--- config.mk ---
export PLATFORM = sky130hd
export DESIGN_NAME = bin2bcd_seq
export DESIGN_NICKNAME = d
export VERILOG_FILES = /design/src/rtl/bin2bcd_seq.sv
export SDC_FILE = /design/constraint.sdc
export NUM_CORES = 1
export LEC_CHECK = 0
export BUFFER_PORTS_ARGS = -buffer_cell sky130_fd_sc_hd__buf_2
export CORE_MARGIN = 1
export CORE_UTILIZATION = 60
export CTS_CLUSTER_SIZE = 12
export DETAILED_ROUTE_END_ITERATION = 10
export GPL_ROUTABILITY_DRIVEN = 0
export PLACE_DENSITY = 0.78
export SYNTH_ARGS = -nofsm -noshare
export SYNTH_HDL_FRONTEND = slang
export SYNTH_SLANG_ARGS = --single-unit
export TNS_END_PERCENT = 1
--- constraint.sdc ---
create_clock -name clk -period 6 [get_ports clk]
set_input_delay 0.9 -clock clk [delete_from_list [all_inputs] [get_ports clk]]
set_output_delay 0.9 -clock clk [all_outputs]
set_load 0.1 [all_outputs]
--- src/rtl/bin2bcd_seq.sv ---
// Sequential 27-bit binary to 8-digit BCD converter (shift-add-3, one bit per clock).
// Out-of-range inputs (> 99,999,999) saturate the display to all nines and raise ovf.
module bin2bcd_seq (
  input  logic        clk,
  input  logic        reset,
  input  logic        start,
  input  logic [26:0] bin,
  output logic [3:0]  digit1,
  output logic [3:0]  digit2,
  output logic [3:0]  digit3,
  output logic [3:0]  digit4,
  output logic [3:0]  digit5,
  output logic [3:0]  digit6,
  output logic [3:0]  digit7,
  output logic [3:0]  digit8,
  output logic        busy,
  output logic        done,
  output logic        ovf
);

  localparam logic [26:0] MAX_BIN   = 27'd99_999_999;
  localparam logic [4:0]  N_ITER    = 5'd27;
  localparam logic [31:0] ALL_NINES = 32'h9999_9999;

  typedef enum logic [1:0] {
    IDLE = 2'd0,
    CONV = 2'd1,
    DONE = 2'd2
  } state_t;

  state_t      state;
  state_t      next_state;

  logic [26:0] shift_q;
  logic [31:0] acc_q;
  logic [4:0]  cnt_q;
  logic        ovf_pend_q;
  logic [31:0] digits_q;
  logic        ovf_q;
  logic        busy_q;
  logic        done_q;

  logic [31:0] acc_adj;
  logic [31:0] acc_next;
  logic        accept;
  logic        last_iter;
  logic        busy_d;
  logic        done_d;

  // Each nibble >= 5 gets +3 so the following doubling carries into the next decade.
  function automatic logic [31:0] add3(input logic [31:0] a);
    logic [31:0] r;
    r = a;
    for (int i = 0; i < 8; i++) begin
      if (a[4*i +: 4] >= 4'd5) r[4*i +: 4] = a[4*i +: 4] + 4'd3;
    end
    return r;
  endfunction

  always_comb begin
    acc_adj   = add3(acc_q);
    acc_next  = {acc_adj[30:0], shift_q[26]};
    // DONE's exit edge also accepts start, so held-high requests recur every 28 edges.
    accept    = start && (state != CONV);
    last_iter = (state == CONV) && (cnt_q == 5'd1);
  end

  // ---------------------------------------------------------------- state register
  // NOTE: sequential state uses non-blocking (<=) so every flop samples pre-edge values.
  always_ff @(posedge clk or posedge reset) begin
    if (reset) state <= IDLE;
    else       state <= next_state;
  end

  // ---------------------------------------------------------------- next state
  always_comb begin
    // NOTE: default assignment first, so no path through the case leaves next_state unassigned (no latch).
    next_state = state;
    case (state)
      IDLE:    if (start) next_state = CONV;
      CONV:    if (last_iter) next_state = DONE;
      DONE:    next_state = start ? CONV : IDLE;
      default: next_state = IDLE;
    endcase
  end

  // ---------------------------------------------------------------- outputs
  // Decoded from next_state and then registered, so busy/done line up with the state flops.
  always_comb begin
    busy_d = (next_state == CONV);
    done_d = (next_state == DONE);
  end

  always_ff @(posedge clk or posedge reset) begin
    if (reset) begin
      busy_q <= 1'b0;
      done_q <= 1'b0;
    end else begin
      busy_q <= busy_d;
      done_q <= done_d;
    end
  end

  // ---------------------------------------------------------------- datapath
  always_ff @(posedge clk or posedge reset) begin
    if (reset) begin
      shift_q    <= '0;
      acc_q      <= '0;
      cnt_q      <= '0;
      ovf_pend_q <= 1'b0;
      digits_q   <= '0;
      ovf_q      <= 1'b0;
    end else if (accept) begin
      shift_q    <= bin;
      acc_q      <= '0;
      cnt_q      <= N_ITER;
      ovf_pend_q <= (bin > MAX_BIN);
    end else if (state == CONV) begin
      acc_q   <= acc_next;
      shift_q <= {shift_q[25:0], 1'b0};
      cnt_q   <= cnt_q - 5'd1;
      if (last_iter) begin
        digits_q <= ovf_pend_q ? ALL_NINES : acc_next;
        ovf_q    <= ovf_pend_q;
      end
    end
  end

  assign digit1 = digits_q[3:0];
  assign digit2 = digits_q[7:4];
  assign digit3 = digits_q[11:8];
  assign digit4 = digits_q[15:12];
  assign digit5 = digits_q[19:16];
  assign digit6 = digits_q[23:20];
  assign digit7 = digits_q[27:24];
  assign digit8 = digits_q[31:28];
  assign busy   = busy_q;
  assign done   = done_q;
  assign ovf    = ovf_q;

endmodule

==> reports/qor.csv, run 1 <==
stage,metric,value,unit
timing,report.final.hold_viol_count,0,
outcome,status,completed,
timing,unrepaired_setup_endpoints_after_global_routing,no,
critical_path,worst_r2r_end,digits_q[30]$_DFFE_PP0P_,
clocking,cts_tree,built,
yosys,yosys_warnings,0,
floorplanning,die_area,0.008653,sq mm
critical_path,crit_type,flip-flop to flip-flop,
floorplanning,floorplan.rows,32,
timing,period_share,48.92,%
placed_design,post-place-ws,3.031,ns
job,max_cap_violations,0,
yosys,ys_seq_area_share,51.35,%
worst_hold_path,timing.hold.worst.class,input port to asynchronous set/reset pin,
yosys,synth_enable_flop_cells,0,
yosys,synth.area.top_cells,"dfrtp_1 51%, o21ai_0 9.2%, mux2i_1 5.4%, ha_1 4.5%, nand2_1 4.5%",
routing,drt-wirelength-per-cell,15.29,um
critical_path,critPathSlowestCell,and2b_4,
critical_path,cp_slowest_stage_delay,0.78,ns
yosys,cells_after_synthesis,511,
clocking,cts.path.max_buffers,2,
grt,grt.overflow.total,0,
timing,slew_headroom,35.15,%
finish,utilization,69.94,%
finish,area_delta_synth_final,10.97,%
clocking,clock_sink_count,102,
yosys,synth_commonest_cells,"102 x dfrtp_1, 91 x o21ai_0, 59 x nand2_1",
critical_path,timing.critical_path.from,state[1]$_DFF_PP0_,
grt,global_route.usage.total,25.62,%
floorplanning,floorplan.io_pins,65,
timing,timing.fmax,340.7,MHz
timing,final_max_slew_viol_count,0,
clocking,clk-insertion-delay-late,0.37,ns
routing,m1WireLength,4476,um
clocking,ctsResizeCount,0,
routing,routed-wl-met3,477,um
routing,detail_route.vias_per_cell,5.722,
finish,fin_nets,610,
timing,worst_margin_pin_slew,0.9728,ns
floorplanning,initial_core_util,63.02,%
routing,routed_wl_met2,5113,um
yosys,post-synth-top-count-cell,dfrtp_1,
timing,final_worst_path_setup_slack,3.065,ns
critical_path,critPathCaptureType,flip-flop,
floorplanning,die_height,93.02,um
critical_path,critical_path.cell_chain,and2b_4 > nand3_2 > clkinv_2 > nand2b_4 > o21ai_0,
yosys,syn_avg_cell_area,9.728,sq um
critical_path,critical_path.max_fanout,79,
grt,grt_max_degree,80,
routing,wirelength,10230,um
yosys,ys_types,35,
floorplanning,fp.coreArea,0.007888,sq mm
routing,maxUsedRoutingLayer,met4,
finish,fraction_of_final_layout_cells_with_drive_strength_greater_than_1,17.28,%
grt,vias_in_the_first_global_route,3701,
yosys,synth_top_cell_by_area,dfrtp_1,
critical_path,critPathRequiredTime,6.28,ns
placed_design,dpl.hpwl,6729,um
routing,drc,0,
critical_path,timing.critical_path.buf_inv,1,
clocking,cts_root_buf,clkbuf_8,
critical_path,r2r_setup_slack,3.06,ns
grt,grt_first_pass_wirelength,17220,um
yosys,ys_dominant_reg_cell,dfrtp_1,
timing,timing.clock.skew,0.01219,ns
finish,diodes,0,
yosys,synth.top_cell.area_share,51.35,%
yosys,ys_ff_latch,102,
clocking,tritoncts.num_buffers,9,
yosys,synthesized_nets,559,
critical_path,rr_worst_depth,5,
finish,final_cell_count_no_fill,669,
grt,grt_antenna_before_repair,0,
critical_path,regToRegStartpoint,state[1]$_DFF_PP0_,
yosys,post_synthesis_cell_area,0.004971,sq mm
clocking,post-cts-setup-buffer-count,0,
clocking,ctsHoldBuffers,0,
critical_path,critPathTopFamily,simple AND/OR/NAND/NOR gates,
yosys,synthArstFlopShare,100.0,%
routing,route.antenna.remaining_nets,0,
placed_design,port_buffers,64,
clocking,cts.htree.levels,3,
timing,final.setup.tns,0,ns
timing,timing.final.crit_period,2.935,ns
floorplanning,die_w,93.02,um
placed_design,placedCellCount,653,
routing,dr_total_vias,3828,
critical_path,setup.worst_path.start_class,flip-flop,
routing,dr.first_iter.drc_count,217,
routing,dr.pass1.iters,5,
critical_path,cp.arrival,3.22,ns
clocking,clkSlewWorstSetupHoldPaths,0.10,ns
timing,report.final.setup_viol,0,
[sequential cells by signal (all words and copies together) (netlist names)]
name / flops
acc_q: 32
digits_q: 32
shift_q: 27
cnt_q: 5
state: 2
busy: 1
done: 1
ovf: 1
ovf_pend_q: 1
[worst max path at each step]
stage	to	cells past startpoint
floorplan	acc_q[0]$_DFFE_PP0P_	1
finish	digits_q[30]$_DFFE_PP0P_	5
detailed placement	digits_q[22]$_DFFE_PP0P_	5
global placement	digits_q[26]$_DFFE_PP0P_	5
CTS	digits_q[30]$_DFFE_PP0P_	5
global route	digits_q[30]$_DFFE_PP0P_	5
[kinds of logic (layout without fill, tap and decap cells)]
kind of cell / after synthesis / in the layout / synth area share [%]
simple gates: 164 / 164 / 16.59
fa+ha+maj: 18 / 18 / 4.531
xor+xnor: 9 / 9 / 1.586
compound gates: 133 / 133 / 13.77
buf+inv: 48 / 104 / 4.480
flops: 102 / 102 / 51.35
mux: 37 / 37 / 7.702
[placed cells by master, fill, tap and decap left out, types with 9 or more instances in the layout]
cell type and instances:
a21oi_1 26, buf_2 64, clkbuf_8 10, dfrtp_1 102
ha_1 18, inv_1 19, mux2_2 10, mux2i_1 27
nand2_1 59, nand2b_1 17, nor2_1 28, nor3_1 19
o21ai_0 91, o21ai_1 10, or3_1 15, xnor2_1 9
[per-layer routing]
layer,vias up,track usage [%]
li1,1855,-
met3,17,3.008
met2,93,41.91
met4,0,10.38
met1,1863,35.04
met5,-,0
[stage by stage]
stage | cell area [sq um] | hold WS (ns)
after CTS | 5517 | 0.4762
final | 5517 | 0.4693
after global placement | 5301 | 0.4588
after global routing | 5517 | 0.4960
after detailed placement | 5301 | 0.4658
after floorplan | 4971 | 0.4492
[area by class of cell]
| cell class | count | area, sq um |
|---|---|---|
| clock buffer | 12 | 145.1 |
| clock inverter | 4 | 70.07 |
| fill | 622 | 2371 |
| inverter | 21 | 82.58 |
| multi-input combinational | 361 | 2196 |
| sequential | 102 | 2552 |
| tap | 102 | 127.6 |
| timing repair buffer | 67 | 342.8 |
Power of run 1 is left out: the tool's default activity adds up to more than one toggle a clock period on the data nets, which glitch-free logic cannot reach.
==> run 2, diff against run 1 <==
--- a/config.mk
+++ b/config.mk
@@ -5,13 +5,14 @@
 export SDC_FILE = /design/constraint.sdc
 export NUM_CORES = 1
 export LEC_CHECK = 0
+export ABC_AREA = 1
 export BUFFER_PORTS_ARGS = -buffer_cell sky130_fd_sc_hd__buf_2
 export CORE_MARGIN = 1
-export CORE_UTILIZATION = 60
+export CORE_UTILIZATION = 52
 export CTS_CLUSTER_SIZE = 12
 export DETAILED_ROUTE_END_ITERATION = 10
 export GPL_ROUTABILITY_DRIVEN = 0
-export PLACE_DENSITY = 0.78
+export PLACE_DENSITY = 0.72
 export SYNTH_ARGS = -nofsm -noshare
 export SYNTH_HDL_FRONTEND = slang
 export SYNTH_SLANG_ARGS = --single-unit
==> constraint.sdc (replaced) <==
create_clock -name clk -period 2.51 [get_ports clk]
set_input_delay 0.3765 -clock clk [delete_from_list [all_inputs] [get_ports clk]]
set_output_delay 0.3765 -clock clk [all_outputs]
set_load 0.1 [all_outputs]
==> run 2 against run 1 <==
Against the previous run: synthesized cell count increased by 2.5%; critical path depth increased by 5; largest cell class unchanged; cell count increased by 4.9%; die area rose by 11%; via count grew 0.37%; utilization decreased by 8.4 points; setup slack got worse by 2.6 ns; fmax increased by 46%; clock skew fell by 0.0079 ns; critical endpoint is now digits_q[25]$_DFFE_PP0P_; global-route usage down 2.4 points; the flow now finishes with violations (design-rule violations); non-clock buffer count rose by 5; highest routed layer unchanged.
==> reports/qor.csv, run 2 <==
stage,metric,value,unit
yosys,ys_ff_latch,102,
critical_path,cp.arrival,2.30,ns
routing,detail_route.vias_per_cell,5.473,
floorplanning,floorplan.io_pins,65,
floorplanning,fp.coreArea,0.008848,sq mm
clocking,cts.path.max_buffers,2,
timing,timing.final.crit_period,2.004,ns
grt,vias_in_the_first_global_route,3844,
finish,diodes,0,
grt,grt.overflow.total,0,
critical_path,setup.worst_path.start_class,flip-flop,
job,max_cap_violations,0,
floorplanning,die_w,98.21,um
timing,report.final.setup_viol,0,
finish,final_cell_area,0.005441,sq mm
clocking,tritoncts.num_buffers,9,
yosys,synth_enable_flop_cells,0,
clocking,cts_tree,built,
yosys,cells_after_synthesis,524,
grt,grt_max_degree,49,
placed_design,post_dp_cell_area,0.005256,sq mm
finish,fraction_of_final_layout_cells_with_drive_strength_greater_than_1,17.51,%
yosys,synth_commonest_cells,"136 x nand2_1, 102 x dfrtp_1, 71 x inv_1",
critical_path,timing.critical_path.from,cnt_q[1]$_DFFE_PP0P_,
clocking,clkSlewWorstSetupHoldPaths,0.10,ns
grt,global_route.usage.total,23.22,%
timing,period_share,79.83,%
outcome,status,finished with violations,
yosys,post-synth-top-count-cell,nand2_1,
floorplanning,floorplan.rows,34,
finish,layout_top_registers,"acc_q: 32 flops, digits_q: 32 flops, shift_q: 27 flops",
grt,grt_first_pass_wirelength,17860,um
floorplanning,die_area,0.009645,sq mm
yosys,synthesized_nets,572,
clocking,post-cts-setup-buffer-count,0,
timing,final.setup.tns,0,ns
clocking,cts_root_buf,clkbuf_8,
yosys,ys_seq_area_share,53.03,%
timing,worst_margin_pin_slew,0.7002,ns
finish,most_common_cell_after_layout_fill_and_taps_aside,nand2_1,
worst_hold_path,timing.hold.worst.class,input port to asynchronous set/reset pin,
critical_path,critPathRequiredTime,2.80,ns
finish,fin_nets,637,
timing,unrepaired_setup_endpoints_after_global_routing,no,
timing,slew_headroom,53.22,%
clocking,ctsResizeCount,0,
outcome,violations,design-rule violations,
critical_path,crit_type,flip-flop to flip-flop,
routing,drc,1,
placed_design,dpl.hpwl,7459,um
critical_path,critical_path.max_fanout,19,
routing,drt-wirelength-per-cell,14.88,um
clocking,clock_sink_count,102,
routing,wirelength,10450,um
floorplanning,initial_core_util,54.40,%
timing,timing.fmax,499.1,MHz
placed_design,port_buffers,64,
floorplanning,die_height,98.21,um
yosys,syn_avg_cell_area,9.186,sq um
yosys,synth.area.top_cells,"dfrtp_1 53%, nand2_1 11%, inv_1 5.5%, ha_1 4.7%, o22ai_1 4.2%",
finish,area_delta_synth_final,13.05,%
finish,layout.cells.most_common_list,"136 x nand2_1, 102 x dfrtp_1, 70 x inv_1, 64 x buf_2, 39 x o21ai_0",
routing,dr_total_vias,3842,
grt,grt_antenna_before_repair,0,
timing,final_max_slew_viol_count,0,
yosys,synth.top_cell.area_share,53.03,%
critical_path,regToRegStartpoint,cnt_q[1]$_DFFE_PP0P_,
clocking,ctsHoldBuffers,0,
timing,timing.clock.skew,0.004301,ns
yosys,synthArstFlopShare,100.0,%
yosys,ys_dominant_reg_cell,dfrtp_1,
yosys,ys_types,28,
routing,dr.pass1.iters,9,
yosys,synth_top_cell_by_area,dfrtp_1,
yosys,yosys_warnings,0,
timing,report.final.hold_viol_count,0,
routing,dr.first_iter.drc_count,154,
routing,route.antenna.remaining_nets,0,
clocking,cts.htree.levels,3,
clocking,clk-insertion-delay-late,0.37,ns
critical_path,critPathCaptureType,flip-flop,
yosys,post_synthesis_cell_area,0.004813,sq mm
==> run 2: routing by layer <==
metal / GRT usage [%] / routed length [um]
met1: 30.79 / 4968
met2: 38.03 / 4883
met3: 3.865 / 392
met4: 9.874 / 204
met5: 0 / 0
==> run 2: critical path, stage by stage (launching register included) <==
cell and delay (ns):
dfrtp_1 0.40, inv_1 0.08, ha_1 0.14, inv_1 0.04, nor2_1 0.10, nand2_2 0.12
nor2_8 0.28, inv_4 0.16, nor2_8 0.27, inv_4 0.16, o21ai_0 0.18
==> run 2: cell families after synthesis <==
| logic type | share of synthesized area (%) |
|---|---|
| flip-flops | 53.03 |
| XOR/XNOR | 2.729 |
| adder cells (fa/ha/maj) | 4.679 |
| AND/OR/NAND/NOR | 15.00 |
| AO/OA/AOI/OAI | 16.84 |
| buffers and inverters | 7.720 |
==> run 2: cell type report <==
class | instances | area, sq um
multi-input cells | 330 | 1889
well taps | 108 | 135.1
repair buffers | 72 | 392.9
clock buffers | 12 | 155.1
clock inverters | 4 | 30.03
fillers | 764 | 3407
inverters | 74 | 286.5
flip-flops and latches | 102 | 2552
==> run 2: path summary, 6_finish.rpt <==
kind / endpoint / slack [ns] / cells after the start
max reg2reg: digits_q[25]$_DFFE_PP0P_ / 0.51 / 10
min in group clk: shift_q[23]$_DFFE_PP0P_ / 0.22 / 3
max: digits_q[25]$_DFFE_PP0P_ / 0.51 / 10
max in group asynchronous: shift_q[25]$_DFFE_PP0P_ / 1.71 / 3
min: acc_q[1]$_DFFE_PP0P_ / 0.10 / 2
min reg2reg: shift_q[11]$_DFFE_PP0P_ / 0.50 / 2
==> run 2: per-stage QoR <==
step,utilization [%],hold slack [ns],setup slack (ns),cells
2_1_floorplan,-,0.4523,0.9159,524
3_3_place_gp,59.40,0.4704,0.6019,686
3_5_place_dp,59.40,0.4781,0.5183,686
4_1_cts,61.50,0.1178,0.4890,702
5_1_grt,61.50,0.1493,0.2766,702
6_report,61.50,0.1005,0.5062,702
Power of run 2 is left out for the same reason.
==> run 3, diff against run 2 <==
--- a/config.mk
+++ b/config.mk
@@ -8,11 +8,11 @@
 export ABC_AREA = 1
 export BUFFER_PORTS_ARGS = -buffer_cell sky130_fd_sc_hd__buf_2
 export CORE_MARGIN = 1
-export CORE_UTILIZATION = 52
+export CORE_UTILIZATION = 57
 export CTS_CLUSTER_SIZE = 12
 export DETAILED_ROUTE_END_ITERATION = 10
 export GPL_ROUTABILITY_DRIVEN = 0
-export PLACE_DENSITY = 0.72
+export PLACE_DENSITY = 0.75
 export SYNTH_ARGS = -nofsm -noshare
 export SYNTH_HDL_FRONTEND = slang
 export SYNTH_SLANG_ARGS = --single-unit
==> constraint.sdc (replaced) <==
create_clock -name clk -period 1.9 [get_ports clk]
set_input_delay 0.285 -clock clk [delete_from_list [all_inputs] [get_ports clk]]
set_output_delay 0.285 -clock clk [all_outputs]
set_load 0.1 [all_outputs]
==> run 3 against run 2 <==
Against the previous run: the run now ends clean; clock skew increased by 0.0060 ns; setup slack worse by 0.26 ns; final area up 2.4%.
==> reports/qor.csv, run 3 (synthesized netlist as in run 2, its figures left out) <==
stage,metric,value,unit
outcome,status,completed,
placed_design,post-place-ws,0.1529,ns
finish,final_cell_area,0.005574,sq mm
clocking,clock_sink_count,102,
routing,route.antenna.remaining_nets,0,
timing,report.final.setup_viol,0,
clocking,ctsResizeCount,0,
critical_path,critPathSlowestCell,dfrtp_1,
clocking,cts.path.max_buffers,2,
critical_path,cp_slowest_stage_delay,0.40,ns
finish,layout.cells.most_common_list,"136 x nand2_1, 102 x dfrtp_1, 70 x inv_1, 64 x buf_2, 39 x o21ai_0",
grt,vias_in_the_first_global_route,3897,
critical_path,regToRegStartpoint,cnt_q[1]$_DFFE_PP0P_,
critical_path,critical_path.cell_chain,inv_1 > ha_1 > inv_1 > nor2_1 > nand2_2 > nor2_8 > inv_4 > nor2_8 > inv_4 > o21ai_0,
critical_path,setup.worst_path.start_class,flip-flop,
timing,unrepaired_setup_endpoints_after_global_routing,no,
critical_path,crit_type,flip-flop to flip-flop,
timing,worst_margin_pin_slew,0.7062,ns
timing,period_share,86.99,%
timing,slew_headroom,52.82,%
timing,final_worst_path_setup_slack,0.2472,ns
clocking,cts_root_buf,clkbuf_8,
critical_path,r2r_setup_slack,0.25,ns
timing,report.final.hold_viol_count,0,
floorplanning,initial_core_util,58.88,%
grt,grt_antenna_before_repair,0,
placed_design,port_buffers,64,
critical_path,critPathCaptureType,flip-flop,
timing,timing.clock.skew,0.01031,ns
finish,area_delta_synth_final,15.80,%
timing,final_max_slew_viol_count,0,
critical_path,critPathRequiredTime,2.18,ns
placed_design,dpl.hpwl,7572,um
finish,most_common_cell_after_layout_fill_and_taps_aside,nand2_1,
clocking,clk-insertion-delay-late,0.36,ns
critical_path,timing.critical_path.from,cnt_q[1]$_DFFE_PP0P_,
critical_path,rr_worst_depth,10,
timing,worst_hold_slack_across_all_endpoints,0.03023,ns
floorplanning,die_w,93.90,um
critical_path,cp.arrival,1.93,ns
timing,timing.final.crit_period,1.653,ns
clocking,post-cts-setup-buffer-count,0,
floorplanning,floorplan.io_pins,65,
routing,dr.first_iter.drc_count,242,
routing,drt-wirelength-per-cell,14.66,um
clocking,cts.htree.levels,3,
grt,grt_first_pass_wirelength,17650,um
floorplanning,fp.coreArea,0.008175,sq mm
clocking,tritoncts.num_buffers,9,
routing,dr.pass1.iters,4,
critical_path,critical_path.max_fanout,17,
clocking,ctsHoldBuffers,0,
routing,wirelength,10390,um
finish,fraction_of_final_layout_cells_with_drive_strength_greater_than_1,19.04,%
placed_design,post_dp_cell_area,0.005343,sq mm
finish,fin_nets,647,
timing,timing.fmax,605.0,MHz
clocking,cts_tree,built,
routing,detail_route.vias_per_cell,5.422,
worst_hold_path,timing.hold.worst.class,input port to asynchronous set/reset pin,
routing,dr_total_vias,3844,
floorplanning,die_height,93.90,um
routing,drc,0,
job,max_cap_violations,0,
grt,grt.overflow.total,0,
grt,grt_max_degree,29,
floorplanning,floorplan.rows,33,
finish,diodes,0,
grt,global_route.usage.total,26.01,%
timing,final.setup.tns,0,ns
floorplanning,die_area,0.008816,sq mm
finish,layout_top_registers,"acc_q: 32 flops, digits_q: 32 flops, shift_q: 27 flops",
clocking,clkSlewWorstSetupHoldPaths,0.10,ns
[run 3: cell count changes in the layout (fill, tap and decap cells not counted), sizes merged]
cell,previous run,this run
clkinvlp,2,3
inv,73,72
buf,72,82
bufinv,0,1
clkbuf,12,10
clkinv,3,4
[run 3: metal layers]
| metal | track usage, % | wire [um] | up-vias |
|---|---|---|---|
| li1 | - | - | 1879 |
| met1 | 32.94 | 4522 | 1863 |
| met2 | 44.65 | 5369 | 95 |
| met3 | 4.450 | 400 | 7 |
| met4 | 9.615 | 99 | 0 |
| met5 | 0 | 0 | - |
[run 3: final cells by class]
class                           instances  area [sq um]
Clock buffer                           10         137.6
Clock inverter                          6         71.32
Fill cell                             641          2601
Inverter                               74         286.5
Multi-Input combinational cell        330          1889
Sequential cell                       102          2552
Tap cell                              105         131.4
Timing Repair Buffer                   82         505.5
[run 3: final timing paths]
| kind | end |
|---|---|
| min in group clk | shift_q[22]$_DFFE_PP0P_ |
| worst max-delay path | digits_q[26]$_DFFE_PP0P_ |
| worst min register to register | shift_q[14]$_DFFE_PP0P_ |
| worst min-delay path | shift_q[5]$_DFFE_PP0P_ |
| max in group asynchronous | digits_q[17]$_DFFE_PP0P_ |
| worst max register to register | digits_q[26]$_DFFE_PP0P_ |
[run 3: per-stage QoR]
stage,cells,utilization [%]
6_report,709,68.18
5_1_grt,709,68.18
4_1_cts,706,67.91
3_5_place_dp,690,65.35
3_3_place_gp,690,65.35
2_1_floorplan,524,-
[run 3: worst max-delay path, delay by kind of cell, from the launching register on]
kind / cells / cell delay (ns)
buffers and inverters: 4 / 0.33
and+or+nand+nor: 4 / 0.49
AOI/OAI and AO/OA: 1 / 0.20
adders and majority gates: 1 / 0.14
DFF: 1 / 0.40
Power of run 3 is left out for the same reason.
